[config.mk]
export PLATFORM = sky130hd
export DESIGN_NAME = segmented_addsub
export DESIGN_NICKNAME = d
export VERILOG_FILES = /design/src/rtl/alu_pkg.sv /design/src/rtl/seg_adder.sv /design/src/rtl/segmented_addsub.sv
export SDC_FILE = /design/constraint.sdc
export NUM_CORES = 1
export LEC_CHECK = 0
export ABC_AREA = 1
export CELL_PAD_IN_SITES_DETAIL_PLACEMENT = 0
export CELL_PAD_IN_SITES_GLOBAL_PLACEMENT = 2
export CORE_ASPECT_RATIO = 0.6
export CORE_UTILIZATION = 32
export DETAILED_ROUTE_END_ITERATION = 6
export PLACE_DENSITY_LB_ADDON = 0.1
export SYNTH_ARGS = -nofsm -noshare
export SYNTH_HDL_FRONTEND = slang
export SYNTH_SLANG_ARGS = --single-unit
[constraint.sdc]
create_clock -name clk_i -period 8.5 [get_ports clk_i]
set_clock_uncertainty 0.05 [all_clocks]
set_input_delay 2.55 -clock clk_i [delete_from_list [all_inputs] [get_ports clk_i]]
set_output_delay 2.55 -clock clk_i [all_outputs]
set_load 0.1 [all_outputs]
[src/rtl/alu_pkg.sv]
// rtl/alu_pkg.sv - shared op codes, flag indices and FSM states for the segmented adder
package alu_pkg;

  typedef enum logic [2:0] {
    OP_ADD  = 3'd0,
    OP_SUB  = 3'd1,
    OP_ADC  = 3'd2,
    OP_SBC  = 3'd3,
    OP_ADDS = 3'd4,
    OP_SUBS = 3'd5
  } alu_op_e;

  localparam int FLAG_N = 3;
  localparam int FLAG_Z = 2;
  localparam int FLAG_C = 1;
  localparam int FLAG_V = 0;

  typedef enum logic [1:0] {
    IDLE = 2'd0,
    BUSY = 2'd1,
    DONE = 2'd2
  } seg_state_e;

endpackage

[src/rtl/seg_adder.sv]
// rtl/seg_adder.sv - combinational SEG_W-bit adder slice with carry in/out
module seg_adder #(
  parameter int SEG_W = 8
) (
  input  logic [SEG_W-1:0] i_a,
  input  logic [SEG_W-1:0] i_b,
  input  logic             i_cin,
  output logic [SEG_W-1:0] o_sum,
  output logic             o_cout
);

  assign {o_cout, o_sum} = {1'b0, i_a} + {1'b0, i_b} + {{SEG_W{1'b0}}, i_cin};

endmodule

[src/rtl/segmented_addsub.sv]
// rtl/segmented_addsub.sv - multi-cycle add/subtract, one segment per clock, with flags and saturation
module segmented_addsub
  import alu_pkg::*;
#(
  parameter int WIDTH = 32,
  parameter int SEG_W = 8
) (
  input  logic             clk_i,
  input  logic             rst_i,
  input  logic             valid_i,
  output logic             ready_o,
  input  logic [WIDTH-1:0] bus_a_i,
  input  logic [WIDTH-1:0] bus_b_i,
  input  logic [2:0]       op_i,
  input  logic             carry_i,
  output logic             valid_o,
  input  logic             ready_i,
  output logic [WIDTH-1:0] bus_o,
  output logic [3:0]       flags_o
);

  localparam int NSEG = WIDTH / SEG_W;
  localparam int KW   = (NSEG > 1) ? $clog2(NSEG) : 1;
  localparam int MSB  = WIDTH - 1;
  localparam logic [KW-1:0] LAST_K = KW'(NSEG - 1);

  seg_state_e r_state, w_next;

  logic [WIDTH-1:0] r_a, r_b, r_raw, r_bus;
  logic [3:0]       r_flags;
  logic [KW-1:0]    r_k;
  logic             r_carry, r_sat;

  logic             w_accept, w_last;
  logic             w_sub, w_cin, w_sat;
  logic [SEG_W-1:0] w_sum;
  logic             w_cout, w_v;
  logic [WIDTH-1:0] w_raw, w_res;
  logic [3:0]       w_flags;

  // ready depends on ready_i only, never on valid_i
  assign ready_o  = (r_state == IDLE) | ((r_state == DONE) & ready_i);
  assign w_accept = valid_i & ready_o;
  assign w_last   = (r_k == LAST_K);

  assign valid_o = (r_state == DONE);
  assign bus_o   = r_bus;
  assign flags_o = r_flags;

  // decode op into operand inversion, carry-in and saturation enables
  always_comb begin
    w_sub = 1'b0;
    w_cin = 1'b0;
    w_sat = 1'b0;
    case (op_i)
      OP_SUB:  begin w_sub = 1'b1; w_cin = 1'b1; end
      OP_ADC:  begin w_cin = carry_i; end
      OP_SBC:  begin w_sub = 1'b1; w_cin = carry_i; end
      OP_ADDS: begin w_sat = 1'b1; end
      OP_SUBS: begin w_sub = 1'b1; w_cin = 1'b1; w_sat = 1'b1; end
      default: begin end
    endcase
  end

  // single slice adder, shared across segments by indexing on r_k
  seg_adder #(.SEG_W(SEG_W)) u_seg (
    .i_a    (r_a[int'(r_k)*SEG_W +: SEG_W]),
    .i_b    (r_b[int'(r_k)*SEG_W +: SEG_W]),
    .i_cin  (r_carry),
    .o_sum  (w_sum),
    .o_cout (w_cout)
  );

  // merge the current slice into the raw sum, then derive overflow, saturation and flags
  always_comb begin
    w_raw = r_raw;
    w_raw[int'(r_k)*SEG_W +: SEG_W] = w_sum;
    w_v   = (r_a[MSB] == r_b[MSB]) & (w_raw[MSB] != r_a[MSB]);
    w_res = w_raw;
    if (r_sat & w_v)
      w_res = r_a[MSB] ? {1'b1, {(WIDTH-1){1'b0}}} : {1'b0, {(WIDTH-1){1'b1}}};
    w_flags         = 4'b0000;
    w_flags[FLAG_N] = w_res[MSB];
    w_flags[FLAG_Z] = (w_res == '0);
    w_flags[FLAG_C] = w_cout;
    w_flags[FLAG_V] = w_v;
  end

  // next-state logic
  always_comb begin
    w_next = r_state;
    case (r_state)
      IDLE:    if (w_accept) w_next = BUSY;
      BUSY:    if (w_last) w_next = DONE;
      DONE:    if (ready_i) w_next = valid_i ? BUSY : IDLE;
      default: w_next = IDLE;
    endcase
  end

  // state register
  always_ff @(posedge clk_i) begin
    if (rst_i) r_state <= IDLE;
    else       r_state <= w_next;
  end

  // operand capture, per-segment accumulation and result/flag registration
  always_ff @(posedge clk_i) begin
    if (rst_i) begin
      r_a     <= '0;
      r_b     <= '0;
      r_raw   <= '0;
      r_bus   <= '0;
      r_flags <= '0;
      r_k     <= '0;
      r_carry <= 1'b0;
      r_sat   <= 1'b0;
    end else if (w_accept) begin
      r_a     <= bus_a_i;
      r_b     <= w_sub ? ~bus_b_i : bus_b_i;
      r_carry <= w_cin;
      r_sat   <= w_sat;
      r_k     <= '0;
    end else if (r_state == BUSY) begin
      r_raw   <= w_raw;
      r_carry <= w_cout;
      r_k     <= r_k + KW'(1);
      if (w_last) begin
        r_bus   <= w_res;
        r_flags <= w_flags;
      end
    end
  end

endmodule

# Word level (Yosys, flattened, before mapping)
# Index checks and enable logic that the tools add are counted.
# classes
addsub	4
n_eq_ne	13
shifts	4
mux	14
bitwise	7
reduce_logical	11
# ops
op	n
$mux 32	3
$shiftx 32x6->8	2
$neg 5->33	1
$shift 8x33->32 const A	1
$shiftx 8x33->32	1
$bwmux 32	1
$logic_not 32->1	1
$not 32->32	1
$add 8x8->9	1
$add 9x1->9	1
$reduce_or 2->1	4
$eq 3x2->1 const B	2
$eq 3x3->1 const B	2
$mux 2	3
$pmux 2 s3	1
$reduce_and 3->1	2
$mux 1	5
$and 1x1->1	4
$eq 2x2->1 const B	2
$ne 2x2->1 const B	2
$eq 3x1->1 const B	1
$reduce_or 3->1	1
$add 2x1->2 const B	1
$eq 2x1->1 const B	1
9 further kinds	9
# totals
ff_bits	138
input_bits	72
output_inout_bits	38
elab_cells	62

# Longest topological paths before layout
# logic_depth
ltp_word	10
mapped_depth	24
ltp_nobuf	21

# Modules after synthesis
# From an unflattened synthesis, not the netlist that was laid out.
# unflattened
cells_unflattened	919
area_unflattened_um2	6655.1
# by_module_without_submodules
module	n_inst	cells_per_inst	area_each_um2	seq_area_each_um2
segmented_addsub	1	860	6271.0	2742.6
seg_adder	1	59	384.1	0.0

# Worst setup path before layout
# OpenSTA, ideal clock, no wires.
# synth_timing
kind	in2out
from	input ready_i
to	output ready_o
arrival_time_ns	3.221
required_time_ns	5.900
setup_slack_ns	2.679
stages	2
path_buffers	0
path_cell_list	o21ai_0 > inv_1
# synth_between
elab_chain_len	2
# synth_lines
element	line_no	text
from (decl)	segmented_addsub.sv:17	input logic ready_i,
$and 1x1->1	segmented_addsub.sv:42	assign ready_o = (r_state == IDLE) | ((r_state == DONE) & ready_i);
$or 1x1->1	segmented_addsub.sv:42	
to (decl)	segmented_addsub.sv:11	output logic ready_o,
# No other way between the ends.

# Worst setup path in the final report
# Same ends and word-level chain as after synthesis.

==> impl_metrics.sql <==
INSERT INTO impl_metrics (metric_group, metric, value, unit) VALUES
('run_status', 'status', 'completed', ''),
('detailed_routing', 'post_detailed_routing_wire_length', '20.66', 'mm'),
('synthesis', 'synth_warnings', '0', ''),
('timing', 'slew_worst_pin', '1.012', 'ns'),
('synthesis', 'synth_top_cell_area_share', '41.57', '%'),
('synthesis', 'postSynth.asyncResetShare', '0', '%'),
('global_route', 'grt-ovfl-total', '0', ''),
('finish', 'insertedDiodeCount', '0', ''),
('global_route', 'antenna_found_initial', '0', ''),
('synthesis', 'synth_seq_area_share', '41.57', '%'),
('critical_path', 'arrival', '4.31', 'ns'),
('finish', 'num-nets-final', '1087', ''),
('placed_design', 'routabilityCongestion', '0.7945', ''),
('detailed_routing', 'drt_drc_violations_left', '0', ''),
('timing', 'period_needed', '6.909', 'ns'),
('timing', 'maxClockFrequency', '144.7', 'MHz'),
('clocking', 'cts_resized', '0', ''),
('placed_design', 'place_hpwl', '14.24', 'mm'),
('critical_path', 'required_time_worst_endpoint', '5.90', 'ns'),
('clocking', 'clkSinkCount', '137', ''),
('clocking', 'clock_transition_at_the_registers_of_the_reported_paths', '0.06', 'ns'),
('synthesis', 'yosysMostFrequentCell', 'nand2_1', ''),
('clocking', 'cts_setup_buffers', '0', ''),
('finish', 'layout.filler_cells', '2131', ''),
('critical_path', 'critPathTopFamily', 'buffers and inverters', ''),
('finish', 'final_layout_size_suffix_gt1_share', '6.120', '%'),
('power', 'cellPowerDensity', '208.4', 'mW/mm2'),
('floorplanning', 'initial_core_util', '32.79', '%'),
('timing', 'timing.final.crit_share', '81.28', '%'),
('detailed_routing', 'wl_per_cell', '16.07', 'um'),
('clocking', 'numCtsBuffers', '17', ''),
('timing', 'timing.final.setup_violations', '0', ''),
('floorplanning', 'die_h', '113.2', 'um'),
('detailed_routing', 'drt-pass1-iter-count', '5', ''),
('critical_path', 'worst_path_largest_cell_delay', '1.12', 'ns'),
('synthesis', 'yosysUniqueCellTypes', '35', ''),
('clocking', 'clk-insertion-delay-late', '0.43', 'ns'),
('worst_hold_path', 'hold-path-cell-count', '2', ''),
('critical_path', 'cp.depth', '4', ''),
('synthesis', 'post_synth_edffs', '0', ''),
('critical_path', 'cp_max_fo', '2', ''),
('detailed_routing', 'highest-signal-layer', 'met4', ''),
('timing', 'max_slew_headroom', '32.47', '%'),
('synthesis', 'postSynthNetCount', '1010', ''),
('synthesis', 'syn_inst', '923', ''),
('critical_path', 'reg2regPathDepth', '19', ''),
('global_route', 'first_global_vias', '5846', ''),
('synthesis', 'avgSynthCellArea', '7.148', 'um2'),
('detailed_routing', 'routed-wl-met2', '7.366', 'mm'),
('critical_path', 'worstSetupStartpointType', 'input port', ''),
('clocking', 'cts.path.max_buffers', '2', ''),
('timing', 'report.final.hold_viol_count', '0', ''),
('finish', 'area_of_combinational_cells_with_multiple_inputs', '0.003263', 'mm2'),
('critical_path', 'path_common_cell', 'clkdlybuf4s50_1', ''),
('run', 'max_cap_violations', '0', ''),
('clocking', 'cts-root-buf', 'clkbuf_16', ''),
('timing', 'grt_setup_unrepaired', 'no', ''),
('synthesis', 'synthTopCellsByArea', 'dfxtp_1 42%, o21ai_0 11%, a21oi_1 10%', ''),
('critical_path', 'slowest_stage', 'clkdlybuf4s50_1', ''),
('power', 'p_leak', '3.540', 'nW'),
('global_route', 'grt_start_max_net_pins', '96', ''),
('floorplanning', 'io-pin-count', '110', ''),
('clocking', 'cts_hold_repair.buffers', '0', ''),
('detailed_routing', 'routed-wl-met3', '1.288', 'mm'),
('clocking', 'cts_htree_levels', '4', ''),
('finish', 'final-seq-area', '0.002743', 'mm2'),
('critical_path', 'worst-setup-path-type', 'in -> out', ''),
('floorplanning', 'standard_cell_rows', '40', ''),
('critical_path', 'crit_path_cell_trace', 'clkdlybuf4s50_1 -> o21ai_0 -> inv_1 -> clkdlybuf4s50_1', ''),
('power', 'max-vdd-ir-drop', '0.1616', 'mV'),
('synthesis', 'post_synth_most_frequent_cells', '167 x nand2_1, 142 x o21ai_0, 138 x a21oi_1, 137 x dfxtp_1, 94 x inv_1', '');
-- cell families after synthesis --
logic type	count (synthesis)	synth area share, %
and+or+nand+nor	254	15.82
AOI/OAI and AO/OA	327	25.98
xor gates and xnor gates	33	4.381
adders and majority gates	15	3.072
buffers and inverters	157	9.179
DFF	137	41.57
-- per-stage QoR --
stage / hold slack, ns / instance area (um2) / setup slack (ns) / total power [mW] / instances
after floorplan: 0.3744 / 6598 / 2.679 / 0.9009 / 923
after global routing: 0.4253 / 8478 / 1.546 / 1.858 / 1286
after detailed placement: 0.3988 / 7869 / 1.588 / 1.011 / 1254
after global placement: 0.3939 / 7869 / 1.597 / 1.013 / 1254
after CTS: 0.4064 / 8478 / 1.584 / 1.786 / 1286
final: 0.4066 / 8478 / 1.591 / 1.767 / 1286
-- layer usage --
layer | GRT usage (%) | vias up
met1 | 32.43 | 2840
met3 | 4.373 | 19
met5 | 0 | -
met4 | 6.396 | 0
li1 | - | 3219
met2 | 25.65 | 161
-- cells in the final DEF (no fill, tap or decap), types with 2 or more instances in the layout --
cell             netlist  layout
a21oi_1              138     138
buf_4                  1      10
bufinv_16              0       2
clkbuf_16              0      17
clkbuf_8               0       5
clkdlybuf4s50_1        0     108
clkinv_2               0       3
clkinvlp_4             0       3
dfxtp_1              137     137
fa_1                   2       2
ha_1                  13      13
inv_1                 94      92
inv_2                  1       3
nand2_1              167     167
nand2_2                7       7
nand3_1               19      19
nand3b_1               2       2
nand4_1                6       6
nor2_1                48      47
o21ai_0              142     142
o21ai_1                6       5
o21ai_2                2       2
o21bai_1               4       4
o22ai_1               28      28
o41ai_1                2       2
xor2_1                33      33
-- state kept, by name (all words and copies together), names as in the netlist --
name     flops
bus_o       32
flags_o      3
r_a         32
r_b         32
r_carry      1
r_k          2
r_raw       32
r_sat        1
r_state      2
-- worst paths after layout --
check / end / slack, ns / from
worst max-delay path: ready_o / 1.59 / ready_i
worst min-delay path: r_a[24] / 0.41 / r_a[24]
worst max register to register: flags_o[2] / 4.21 / r_k[1]
worst min register to register: r_a[24] / 0.41 / r_a[24]
-- worst reg2reg max path, delay by kind of cell, from the launching register on --
| family | cells | cell delay (ns) |
|---|---|---|
| AO/OA/AOI/OAI | 3 | 0.87 |
| adder cells (fa/ha/maj) | 1 | 0.35 |
| buffers and inverters | 2 | 1.32 |
| flip-flops | 1 | 0.31 |
| AND/OR/NAND/NOR | 13 | 1.34 |
-- layout make-up --
type	count	area share (%)
clock buffers	22	5.829
repair buffers	119	13.70
multi-input cells	629	38.49
inverters	96	4.250
clock inverters	10	1.358
well taps	273	4.029
flip-flops and latches	137	32.35
-- report_power, final --
group	internal [mW]	switching (mW)	leakage [nW]
Sequential	0.680	0.0182	1.12
Combinational	0.111	0.189	2.12
Clock	0.470	0.298	0.295
Total	1.26	0.505	3.54
(Power assumes the default switching activity.)
